[src/rtl/imem_loader.sv]
// Boot loader: receives a length-prefixed, XOR-checksummed byte stream, writes
// little-endian 32-bit words into instruction memory, then releases the core.
//
// Handshake: a byte transfers on a rising edge where rx_valid && rx_ready.
// rx_ready depends only on the current state and never on rx_valid, and
// rx_valid may drop between bytes at any time without side effects.
module imem_loader #(
    parameter int ADDR_W = 6
) (
    input  logic              clk,
    input  logic              reset,
    input  logic              rx_valid,
    input  logic [7:0]        rx_data,
    output logic              rx_ready,
    input  logic              load_req,
    output logic              imem_we,
    output logic [ADDR_W-1:0] imem_addr,
    output logic [31:0]       imem_wdata,
    output logic              core_reset,
    output logic              done,
    output logic              error,
    output logic [2:0]        state_dbg
);

    localparam logic [16:0] MAX_WORDS = 17'(2 ** ADDR_W);

    typedef enum logic [2:0] {
        S_LEN0  = 3'd0,
        S_LEN1  = 3'd1,
        S_DATA  = 3'd2,
        S_CSUM  = 3'd3,
        S_DONE  = 3'd4,
        S_ERROR = 3'd5
    } state_t;

    state_t            state;
    state_t            state_nxt;
    logic [7:0]        len_lo;
    logic [ADDR_W:0]   n_words;
    logic [ADDR_W:0]   word_idx;
    logic [ADDR_W:0]   word_idx_inc;
    logic [1:0]        byte_cnt;
    logic [23:0]       word_buf;
    logic [7:0]        xor_acc;
    logic [15:0]       len_in;
    logic              accept;

    assign len_in       = {rx_data, len_lo};
    assign word_idx_inc = word_idx + {{ADDR_W{1'b0}}, 1'b1};
    assign accept       = rx_valid && rx_ready;

    assign core_reset = (state != S_DONE);
    assign done       = (state == S_DONE);
    assign error      = (state == S_ERROR);
    assign state_dbg  = state;

    always_ff @(posedge clk or negedge reset) begin
        if (!reset) begin
            state <= S_LEN0;
        end else begin
            state <= state_nxt;
        end
    end

    always_comb begin
        state_nxt = state;
        rx_ready  = 1'b0;
        case (state)
            S_LEN0: begin
                rx_ready = 1'b1;
                if (rx_valid) begin
                    state_nxt = S_LEN1;
                end
            end
            S_LEN1: begin
                rx_ready = 1'b1;
                if (rx_valid) begin
                    if ({1'b0, len_in} > MAX_WORDS) begin
                        state_nxt = S_ERROR;
                    end else if (len_in == 16'd0) begin
                        state_nxt = S_CSUM;
                    end else begin
                        state_nxt = S_DATA;
                    end
                end
            end
            S_DATA: begin
                rx_ready = 1'b1;
                if (rx_valid && (byte_cnt == 2'd3) && (word_idx_inc == n_words)) begin
                    state_nxt = S_CSUM;
                end
            end
            S_CSUM: begin
                rx_ready = 1'b1;
                if (rx_valid) begin
                    state_nxt = (rx_data == xor_acc) ? S_DONE : S_ERROR;
                end
            end
            default: begin
                rx_ready = 1'b0;
            end
        endcase
        // Restart wins over any byte accepted in the same cycle.
        if (load_req) begin
            state_nxt = S_LEN0;
        end
    end

    always_ff @(posedge clk or negedge reset) begin
        if (!reset) begin
            len_lo     <= 8'd0;
            n_words    <= '0;
            word_idx   <= '0;
            byte_cnt   <= 2'd0;
            word_buf   <= 24'd0;
            xor_acc    <= 8'd0;
            imem_we    <= 1'b0;
            imem_addr  <= '0;
            imem_wdata <= 32'd0;
        end else begin
            imem_we <= 1'b0;
            if (load_req) begin
                word_idx <= '0;
                byte_cnt <= 2'd0;
                word_buf <= 24'd0;
                xor_acc  <= 8'd0;
            end else if (accept) begin
                if (state != S_CSUM) begin
                    xor_acc <= xor_acc ^ rx_data;
                end
                case (state)
                    S_LEN0: len_lo <= rx_data;
                    S_LEN1: n_words <= len_in[ADDR_W:0];
                    S_DATA: begin
                        byte_cnt <= byte_cnt + 2'd1;
                        case (byte_cnt)
                            2'd0: word_buf[7:0]   <= rx_data;
                            2'd1: word_buf[15:8]  <= rx_data;
                            2'd2: word_buf[23:16] <= rx_data;
                            default: begin
                                imem_we    <= 1'b1;
                                imem_addr  <= word_idx[ADDR_W-1:0];
                                imem_wdata <= {rx_data, word_buf};
                                word_idx   <= word_idx_inc;
                            end
                        endcase
                    end
                    default: begin
                    end
                endcase
            end
        end
    end

endmodule

[config.mk]
export PLATFORM = sky130hd
export DESIGN_NAME = imem_loader
export DESIGN_NICKNAME = d
export VERILOG_FILES = /design/src/rtl/imem_loader.sv
export SDC_FILE = /design/constraint.sdc
export NUM_CORES = 1
export LEC_CHECK = 0
export ABC_AREA = 1
export BUFFER_PORTS_ARGS = -buffer_cell sky130_fd_sc_hd__buf_2
export CAP_MARGIN = 5
export CORE_ASPECT_RATIO = 1.25
export CORE_MARGIN = 2
export CORE_UTILIZATION = 60
export DETAILED_ROUTE_END_ITERATION = 8
export PLACE_DENSITY_LB_ADDON = 0.05
export SYNTH_ARGS = -nofsm -noshare
export SYNTH_HDL_FRONTEND = slang
export SYNTH_SLANG_ARGS = --single-unit
[constraint.sdc]
create_clock -name clk -period 3.1 [get_ports clk]
set_input_delay 0.155 -clock clk [delete_from_list [all_inputs] [get_ports clk]]
set_output_delay 0.155 -clock clk [all_outputs]
set_load 0.02 [all_outputs]
After elaboration in Yosys (flattened, before gate mapping)
Index checks and enable logic that the tools add are counted.
- reductions and logical operators: 25
- add/sub/neg operators: 2
- muxes and demuxes: 30
- bitwise logic cells: 3
- magnitude comparators: 1
- equality and inequality tests: 17
- operator list (operator ; number):
    $mux W24 ; 3
    $mux W8 ; 6
    $mux W7 ; 4
    $mux W3 ; 6
    $reduce_and A3 Y1 ; 6
    $gt A16 B7 Y1 const B ; 1
    $logic_not A16 Y1 ; 1
    $ne A3 B3 Y1 const B ; 5
    $pmux W3 S4 ; 1
    $reduce_bool A2 Y1 ; 6
    $eq A8 B8 Y1 ; 1
    $xor A8 B8 Y8 ; 1
    $add A7 B1 Y7 const B ; 1
    $eq A7 B7 Y1 ; 1
    $mux W1 ; 7
    $eq A3 B2 Y1 const B ; 2
    $eq A3 B3 Y1 const B ; 2
    $mux W2 ; 3
    $reduce_and A5 Y1 ; 1
    $reduce_bool A5 Y1 ; 1
    $eq A2 B2 Y1 const B ; 2
    $reduce_and A2 Y1 ; 2
    $reduce_and A4 Y1 ; 1
    $reduce_or A4 Y1 ; 1
    other kinds (10) ; 13
- output and inout port bits: 46
- input bits: 12
- word-level logic and storage cells: 90
- register bits: 98

Depth between registers and ports, before layout
Gate-level depths: netlist of the first run.
- depth in word-level cells: 6
- gate-level depth with buffers: 14
- gate-level depth less buffers: 14

Worst setup path after synthesis of the first run
No wires, ideal clock.
- path type: reg-to-reg
- start: register state[2] (netlist: state_dbg[2])
- end: register imem_wdata[10]
- slack: 1.498 ns
- setup time: 0.118 ns
- arrival: 1.484 ns
- path buffers: 1
- required time: 2.982 ns
- stages on the path, launching flop included: 10
- clock period less this slack: 1.602 ns
- cell sequence: dfrtp_1 > inv_1 > nand2_4 > nor2_8 > nand2_4 > nor2_8 > inv_4 > buf_6 > nand2_1 > o21ai_2
- longest elaborated chain between the ends: 5
- elaborated cells between the ends (all ways): 8
- those cells by class: eq/ne (3); mux (1); reduce/logical (4)
- ends and longest elaborated chain (what ; RTL line ; source):
    start, declared ; 36 ; state_t state;
    start signal, assigned ; 61 ; state <= state_nxt;
    $eq A3 B2 Y1, or another cell as far along ; 68 ; case (state)
    $reduce_or A4 Y1 (no line) * ; - ;
    $mux W1 * ; 68 ;
    net rx_ready ; 14 ; output logic rx_ready,
    $logic_and A1 B1 Y1 * ; 50 ; assign accept = rx_valid && rx_ready;
    $reduce_and A4 Y1 (no line) * ; - ;
    end signal, assigned ; 143 ; imem_wdata <= {rx_data, word_buf};
    end, declared ; 18 ; output logic [31:0] imem_wdata,
The timed path passes the listed nets; every way through them passes the cells marked *.
A chain may end at the register's enable or synchronous reset.

Worst setup path in the final report of the first run
- start: register state[1] (netlist: state_dbg[1])
- end: register imem_wdata[28]
- longest elaborated chain between the ends: 5
- elaborated cells between the ends (all ways): 8
- those cells by class: eq/ne (3); mux (1); reduce/logical (4)
- ends and longest elaborated chain (what ; RTL line):
    $eq A3 B2 Y1, or another cell as far along ; 68
    $reduce_or A4 Y1 (no line) ; -
    $mux W1 ; 68
    $logic_and A1 B1 Y1 ; 50
    $reduce_and A4 Y1 (no line) * ; -
Mark *: on every way between the ends. The rest lies on a longest branch, timed or not.

==> results.md, run 1 <==
- Worst VDD drop: ~0.00029 V
- Storage cell area: 0.002452 sq mm
- Worst Path Required: 3.39 ns
- CTS buffer count: 9
- Die area: 0.008249 sq mm
- Detailed placement HPWL: 6281 um
- DIE HEIGHT: between 100 and 150 um
- Slew at the pin closest to its max-slew limit: approximately 0.95 ns
- Diodes inserted: 0
- Resize count post-CTS: 0
- Total number of vias: 3304
- Post-CTS Setup Inserts: 0
- Mux contribution to synthesized area: less than 1%
- Main combinational cell family by area after synthesis: simple AND/OR/NAND/NOR gates
- FMAX: 0.5114 GHz
- Max cap viols: 0
- PwrDens: 529.4 mW/mm^2
- Clock tree buffer depth: 2
- CP top delay family: buffers and inverters
- Tcrit/Tclk final: 63.08%
- Net Count, Synth: 508
- Sequential share of the synthesized area: 54.25%
- Fin area: 0.005019 sq mm
- Antenna violations before repair: 0
- Post-Syn Instances: 490
- Endpoints failing setup: 0
- CP cell instances: inv_2 -> nor2_4 -> nand2_4 -> nor2_8 -> nand2_4 -> nor2_8 -> inv_4 -> nand2_1 -> o21ai_2
- Fillcell total: between 500 and 600
- CP endpoint kind: flip-flop
- Std cell rows: 35
- Dpl cell area: 0.004802 sq mm
- Clock Pin Slew Worst Setup and Hold Paths: 0.10 ns
- DRT antenna net count: 0
- CP Launch Type: flip-flop
- Post-synthesis adder-cell area fraction: 1.661%
- Gpl congestion: 0.8477
- Nets: ~560
- Fin. Hold Viols: 0
- Leak Pwr: between 0.002 and 0.003 uW
- Hold buffers post-CTS: 1
- Slowest-stage cell, CP: inv_4
- TNS Setup: 0 ns
- # IOs: 58
- Setup Skew: roughly 0.013 ns
- Synth unique cells: 33
- Tmin final: around 2.0 ns
- Synth warn: 0
- Hold slack final: 0.1218 ns
- Multi-input gate area: 0.001685 sq mm
- First-pass GRT wire length: 15100 um
- Number of H-tree levels: 3
- Flops & latches, synth: 98
- CP max stage delay: roughly 0.68 ns
- Max-slew violation count: 0
- RSZ-0062 raised after global routing: no
- Setup crit start: state_dbg[1]
- Compound-Gate Fraction of Synth Area: 14.03%
- Syn Area/Cell: 9.226 sq um
- P&R area growth vs syn: 11.02%
- Number of global-route vias before repair: 3156
- All-Layer GR Usage: 23.95%
- Worst-skew pair later-pin latency: 0.37 ns
- Input/output buffers: 57
- Overall Power: 2657 uW
- Status: finished, final reports clean
- Overflow left after global routing: 0
- CP Buf/Inv Count: 2
- CTS root buf: clkbuf_8
- Initial Util: 61.45%
- Clock sinks: 98
- Slew HR: 36.36%
- DR vias/cell: 5.146
- CORE AREA: 0.007357 sq mm
- CTS tree: built
- Simple-gate portion of the synthesized area: 19.54%
- Synthesized area: 0.004521 sq mm
- Total wire length: 8893 um
- Worst hold path class: input pin to flip-flop
- Layout cells sized above 1: a little under a quarter
- Min-delay src: rx_data[0]
- Crit Path Category: flip-flop to flip-flop
- Number of iterations in the first detailed-routing pass: 4
- Synth Area in XOR/XNOR: 1.550%
- Drt initial violations: around 200
- WL/cell: 13.85 um
- Critical Path Fanout Max: 81
- DRC: 0
- Die Wd: 81.64 um
- Worst Path Arrival: 2.25 ns
- Pin count of the biggest net entering global routing: 82
- RR Startpoint: state_dbg[1]
==> power breakdown <==
group / leakage [uW] / total (uW) / switching (uW) / internal [uW]
clock network: 0.000105 / 865 / 473 / 392
logic: 0.00120 / 335 / 219 / 116
registers: 0.00132 / 1460 / 73.3 / 1380
==> final cells by class <==
class                      instances  area share (%)
clock inverter                     6           1.571
sequential                        98           48.87
tap                               92           2.294
timing repair buffer              60           6.233
inverter                          65           4.911
clock buffer                      10           2.543
multi-input combinational        311           33.58
==> sequential cells by signal, indices dropped and copies added (netlist names) <==
name and count:
imem_wdata 32, imem_we 1, state_dbg 3, word_idx 7, word_buf 24, byte_cnt 2
len_lo 8, n_words 7, imem_addr 6, xor_acc 8
==> cells in the final DEF (no fill, tap or decap), types with 3 or more instances in the layout <==
cell / n
o21ai_1: 6
buf_4: 3
xnor2_1: 5
o21ai_2: 37
ha_1: 6
nor2_1: 28
nand2_1: 129
inv_1: 60
clkbuf_8: 9
o21ai_0: 41
nand3_1: 19
o22ai_1: 6
inv_2: 3
xor2_1: 3
nand4_1: 8
nand3b_1: 4
buf_2: 56
dfrtp_1: 98
a21oi_1: 3
==> worst reg2reg max path: cells and delay by family, from the launching register on <==
family          cells  cell delay [ns]
simple gates        6             0.53
compound gates      1             0.10
flops               1             0.47
buf+inv             2             0.78
==> stage by stage <==
| stage | cells | setup WS, ns | util [%] |
|---|---|---|---|
| 2_1_floorplan | 490 | 1.498 | - |
| 3_3_place_gp | 625 | 1.219 | 65.27 |
| 3_5_place_dp | 625 | 1.140 | 65.27 |
| 4_1_cts | 642 | 1.114 | 68.21 |
| 5_1_grt | 642 | 0.9668 | 68.21 |
| 6_report | 642 | 1.144 | 68.21 |
==> kinds of logic (layout without fill, tap and decap cells) <==
logic type,after synthesis,after routing
buffers and inverters,81,141
AOI/OAI and AO/OA,96,96
adders and majority gates,6,6
xor gates and xnor gates,8,8
muxes,2,2
DFF,98,98
and+or+nand+nor,199,199
==> path summary, 6_finish.rpt <==
kind | endpoint | slack (ns) | cells after the start
max in group asynchronous | imem_wdata[17] | 1.91 | 3
worst max-delay path | imem_wdata[28] | 1.14 | 9
worst min-delay path | imem_wdata[24] | 0.12 | 3
worst max register to register | imem_wdata[28] | 1.14 | 9
worst min register to register | imem_addr[2] | 0.49 | 2
min in group asynchronous | imem_wdata[6] | 0.45 | 2
==> layer usage <==
metal	up-vias	share of wire, %	wire (um)	GRT usage, %
met5	-	0	0	0
met2	69	47	4182	38.02
met4	0	1.2	107	6.154
met3	9	3.9	345	5.018
li1	1668	-	-	-
met1	1558	48	4257	33.82
==> cell usage after synthesis, drive strengths merged <==
| cell type | count | area share [%] |
|---|---|---|
| clkbuf | 3 | 0.25 |
| nand3 | 20 | 2.3 |
| inv | 64 | 5.4 |
| xor2 | 3 | 0.58 |
| a211oi | 1 | 0.17 |
| a31oi | 1 | 0.14 |
| clkinv | 1 | 0.083 |
| nand2 | 133 | 11 |
| and2 | 1 | 0.14 |
| nand3b | 4 | 0.66 |
| nor3 | 1 | 0.11 |
| mux2 | 2 | 0.50 |
| o21ai | 84 | 12 |
| nand4 | 8 | 1.1 |
| xnor2 | 5 | 0.97 |
| nor2 | 32 | 3.7 |
| o22ai | 6 | 0.83 |
| a21oi | 4 | 0.53 |
| ha | 6 | 1.7 |
| buf | 13 | 2.8 |
| dfrtp | 98 | 54 |
No activity file was read; power rests on OpenSTA's default activity.
==> run 2: changes to the inputs <==
Settings changed: CORE_UTILIZATION 60 to 58.
Clock period 3.1 ns to 1.9 ns, I/O delays scaled along.
==> run 2 against run 1 <==
Net effect:
- wire length rose by 0.92%
- first-iteration DRC count shrank 1.0%
- highest routed layer unchanged
- register-to-register slack worse by 0.95 ns
==> results.md, run 2 (synthesized netlist as in run 1, its figures left out) <==
- Gpl congestion: between 0.8 and 0.9
- Worst-skew pair later-pin latency: 0.38 ns
- Setup WS pre-CTS: between 0.03 and 0.04 ns
- WL/cell: 13.85 um
- Nets: 566
- Most frequent cells in the layout: nand2_1, dfrtp_1, inv_1, buf_2, o21ai_0
- Hold slack final: 0.05518 ns
- Slew HR: 53.76%
- Final design utilization: 66.03%
- PwrDens: a little under 900 mW/mm^2
- # IOs: 58
- Number of flip-flops under the largest register name: 32
- Commonest non-fill, non-tap cell in the layout: nand2_1
- All-Layer GR Usage: 22.62%
- Clock Pin Slew Worst Setup and Hold Paths: about 0.10 ns
- FF-to-FF path depth: 8
- Leak Pwr: about 0.0026 uW
- Initial Util: 58.69%
- CTS buffer count: 9
- Fin. Hold Viols: 0
- Drt initial violations: 193
- PnR worst setup slack: 0.1952 ns
- Fillcell total: about 650
- Max-slew violation count: 0
- DRT antenna net count: 0
- DIE HEIGHT: roughly 100 um
- DR vias/cell: 5.119
- Biggest regs: imem_wdata (32), word_buf (24)
- CTS tree: built
- Diodes inserted: 0
- CORE AREA: 0.007702 sq mm
- Storage cell area: 0.002452 sq mm
- CP endpoint kind: flip-flop
- Hold Path Depth: 3
- Input/output buffers: 57
- CTS root buf: clkbuf_8
- Multi-input gate area: 0.001690 sq mm
- First-pass GRT wire length: 15290 um
- Clock tree buffer depth: 2
- CP max stage delay: 0.51 ns
- Antenna violations before repair: 0
- Number of iterations in the first detailed-routing pass: 4
- Number of global-route vias before repair: approximately 3200
- Status: finished, final reports clean
- DRC: 0
- Pin count of the biggest net entering global routing: 82
- Worst Path Required: 2.20 ns
- FMAX: 0.5866 GHz
- Top reg by flops: imem_wdata
- Std cell rows: 36
- RSZ-0062 raised after global routing: no
- Die Wd: 82.97 um
- Worst hold path class: input pin to flip-flop
- Detailed placement HPWL: 6173 um
- Endpoints failing setup: 0
- TNS Setup: 0 ns
- Total number of vias: ~3300
- Overflow left after global routing: 0
- Setup Skew: between 0.01 and 0.015 ns
- Critical Path Fanout Max: 81
- P&R area growth vs syn: 12.51%
- Die area: 0.008521 sq mm
- Total wire length: 8975 um
- Worst Path Arrival: 2.01 ns
- Crit Path Category: flip-flop to flip-flop
- Worst VDD drop: between 0.0005 and 0.0006 V
- Tcrit/Tclk final: about nine tenths
- CP Launch Type: flip-flop
- Tmin final: approximately 1.7 ns
- Clock sinks: 98
- Slowest-stage cell, CP: inv_6
- Slew at the pin closest to its max-slew limit: 0.6936 ns
- CP cell instances: nor2_4 -> nand2_4 -> nor2_8 -> nand2_4 -> nor2_8 -> inv_6 -> nand2_1 -> o21ai_2
- Overall Power: 4464 uW
- Max cap viols: 0
- Layout cells sized above 1: 23.87%
- Number of H-tree levels: 3
run 2: cell count changes in the layout (fill, tap and decap cells not counted), sizes merged:
cell and delta:
clkbuf +1, bufinv +1, buf +3, clkinv -1
clkinvlp +2, inv -3
run 2: per-layer routing:
layer / track usage, % / vias to the layer above / wire length (um)
li1: - / 1670 / -
met1: 32.39 / 1569 / 4347
met4: 10.59 / 0 / 170
met5: 0 / - / 0
met3: 2.562 / 9 / 333
met2: 35.17 / 69 / 4122
run 2: metrics by stage:
| stage | cell area, sq um | std cells |
|---|---|---|
| 2_1_floorplan | 4521 | 490 |
| 4_1_cts | 5071 | 647 |
| 5_1_grt | 5086 | 648 |
| 3_5_place_dp | 4833 | 630 |
| 6_report | 5086 | 648 |
| 3_3_place_gp | 4833 | 630 |
run 2: cell type report:
cell class,count,area share (%)
sequential,98,48.22
multi-input combinational,311,33.23
timing repair buffer,63,6.839
inverter,65,4.895
clock buffer,11,2.780
tap,95,2.337
clock inverter,5,1.697
run 2: what timing repair did:
item | in CTS | in global routing
endpoints found under the hold margin | 34 | 0
buffers inserted | 0 | 1
resized for setup | 0 | 3
endpoints found under the setup margin | 0 | 46
hold buffers | 1 | 0
run 2: critical path: cells and delay by family, from the launching register on:
family	cells	cell delay (ns)
AOI/OAI and AO/OA	1	0.09
DFF	1	0.49
buffers and inverters	1	0.51
and+or+nand+nor	6	0.51
run 2: path summary, 6_finish.rpt:
kind | from | endpoint | slack, ns
worst max-delay path | state_dbg[0] | imem_wdata[10] | 0.20
worst min-delay path | rx_data[1] | imem_wdata[25] | 0.06
worst max register to register | state_dbg[0] | imem_wdata[10] | 0.20
worst min register to register | imem_addr[0] | imem_addr[0] | 0.48
max in group asynchronous | reset | state_dbg[2] | 1.02
min in group asynchronous | reset | imem_wdata[11] | 0.20
run 2: power by group:
group	internal, uW	leakage (uW)	switching, uW	total (uW)
Clock	787	0.000108	754	1540
Sequential	2260	0.00132	108	2370
Combinational	195	0.00122	362	557
==> run 3: changes to the inputs <==
Settings changed: CORE_ASPECT_RATIO 1.25 to 1.1.
Clock period 1.9 ns to 1.75 ns, I/O delays scaled along.
==> run 3 against run 2 <==
Net effect:
- sequential share of layout area is 0.95 points lower
- non-clock buffer count is 6 higher
- clock power is 5% higher
- sequential power is 8% higher
- cell area is 2.0% higher
- wire length is 2.0% higher
==> results.md, run 3 (synthesized netlist as in run 1, its figures left out) <==
- Worst VDD drop: about 0.00070 V
- Tcrit/Tclk final: 94.50%
- Comb pwr share: 12.5%
- Fin area: 0.005189 sq mm
- CORE AREA: 0.007515 sq mm
- Slew HR: approximately 72%
- Drt initial violations: 132
- Leak Pwr: 0.002697 uW
- Die area: 0.008517 sq mm
- Power share of the clock group: between 30% and 40%
- Layout cells sized above 1: around a quarter
- FMAX: 0.6047 GHz
- Diodes inserted: 0
- P&R area growth vs syn: 14.78%
- Clock tree buffer depth: 2
- # IOs: 58
- CTS tree: built
- Initial Util: 60.16%
- Commonest non-fill, non-tap cell in the layout: nand2_1
- RR Startpoint: word_idx[1]
- Crit Path Category: flip-flop to flip-flop
- Most frequent cells in the layout: nand2_1, dfrtp_1, inv_1, buf_2, o21ai_0
- DRT antenna net count: 0
- Clock Pin Slew Worst Setup and Hold Paths: 0.10 ns
- Multi-input gate area: 0.001724 sq mm
- Critical Path Fanout Max: 4
- Worst Path Arrival: between 1.5 and 2 ns
- CP Launch Type: flip-flop
- First-pass GRT wire length: about 15000 um
- RR Endpoint: state_dbg[1]
- Sw frac: 27.22%
- CP endpoint kind: flip-flop
- Max-slew violation count: 0
- Pin count of the biggest net entering global routing: 40
- Status: finished, final reports clean
- Detailed placement HPWL: 6532 um
- Input/output buffers: 57
- Number of H-tree levels: 3
- Setup Skew: 0.01249 ns
- Gpl congestion: ~0.83
- Clock sinks: between 90 and 100
- Tmin final: 1.654 ns
- Storage cell area: 0.002452 sq mm
- Dpl cell area: 0.004908 sq mm
- CTS buffer count: 9
- Die Wd: 88.18 um
- Min-delay src: rx_data[5]
- WL/cell: 13.79 um
- Int Pwr: 3484 uW
- FF-to-FF path depth: 13
- Top reg by flops: imem_wdata
- TNS Setup: 0 ns
- R2R Setup Slk: 0.1 ns
- Total number of vias: 3383
- PwrDens: 922.5 mW/mm^2
- Worst Path Required: 2.01 ns
- Setup WS pre-CTS: ~0.082 ns
- Antenna violations before repair: 0
- Biggest regs: imem_wdata (32), word_buf (24)
- Endpoints failing setup: 0
- Std cell rows: 33
- Worst-skew pair later-pin latency: 0.37 ns
- RSZ-0062 raised after global routing: yes
- Max cap viols: 0
- CTS root buf: clkbuf_8
- Hold Path Depth: 3
- Number of flip-flops under the largest register name: 32
- Number of iterations in the first detailed-routing pass: 5
- Number of global-route vias before repair: 3176
- Sw power: 1303 uW
- Total wire length: 9157 um
- All-Layer GR Usage: about a quarter
- DRC: 0
- Overflow left after global routing: 0
- Register share of total power: 53.8%
- Slew at the pin closest to its max-slew limit: 0.4178 ns
- DR vias/cell: roughly 5.1
- Nets: 572
- Hold EP: imem_wdata[29]
- Fillcell total: 616
- Fin. Hold Viols: 0
- Worst hold path class: input pin to flip-flop
- PnR worst setup slack: 0.09632 ns
- DIE HEIGHT: 96.60 um
run 3: changes by cell type in the layout (fill, tap and decap cells not counted), sizes merged:
cell	before	now
buf	62	68
clkinvlp	2	1
inv	65	66
run 3: routing by layer:
layer	routed length (um)	track usage [%]	vias up
met5	0	0	-
met4	165	8.586	0
met3	362	3.908	12
met2	4271	36.53	69
met1	4358	33.71	1607
li1	-	-	1695
run 3: power by group through the flow:
stage / Sequential (uW) / Clock, uW / Combinational (uW)
CTS: 2570 / 1630 / 608
finish: 2570 / 1610 / 601
global placement: 2610 / 0 / 586
detailed placement: 2620 / 0 / 601
global route: 2600 / 1710 / 693
floorplan: 2590 / 0 / 413
run 3: cell type report:
| class | count | share of cell area (%) |
|---|---|---|
| Multi-Input combinational cell | 311 | 33.23 |
| Clock buffer | 11 | 2.532 |
| Sequential cell | 98 | 47.26 |
| Inverter | 65 | 4.750 |
| Clock inverter | 5 | 1.640 |
| Tap cell | 105 | 2.532 |
| Timing Repair Buffer | 69 | 8.054 |
run 3: stage by stage:
stage               utilization, %  instances  hold slack [ns]  power, uW
floorplan                        -        490          -0.2081       3006
finish                       69.05        664          0.06610       4787
global placement             65.32        645         -0.01843       3197
CTS                          68.33        662          0.05764       4810
detailed placement           65.32        645         -0.01382       3220
global route                 69.05        664          0.08289       4998
run 3: worst max-delay path, stage by stage, from the launching register on:
cell,delay [ns]
dfrtp_1,0.45
ha_4,0.20
nand2_4,0.09
inv_1,0.04
nand2_1,0.10
nand2_2,0.07
nand2_1,0.06
nand4_1,0.09
nor2_1,0.11
nand2_1,0.08
nand2_2,0.08
nand2_2,0.07
nand3_2,0.06
nand2_1,0.05
run 3: how the worst max path moves through the flow:
| stage | start | endpoint | slack (ns) | cells past startpoint |
|---|---|---|---|---|
| 2_1_floorplan | state_dbg[2] | imem_wdata[10] | 0.15 | 9 |
| 3_3_place_gp | word_idx[1] | state_dbg[1] | 0.16 | 14 |
| 3_5_place_dp | word_idx[1] | state_dbg[1] | 0.08 | 13 |
| 4_1_cts | word_idx[1] | state_dbg[1] | 0.05 | 13 |
| 5_1_grt | word_idx[1] | state_dbg[1] | -0.07 | 14 |
| 6_report | word_idx[1] | state_dbg[1] | 0.1 | 13 |
run 3: repair_timing:
action / CTS / global route
hold buffers: 1 / 0
gates resized for setup: 0 / 9
hold endpoints to repair: 98 / 0
setup buffers: 0 / 2
setup endpoints to repair: 0 / 3
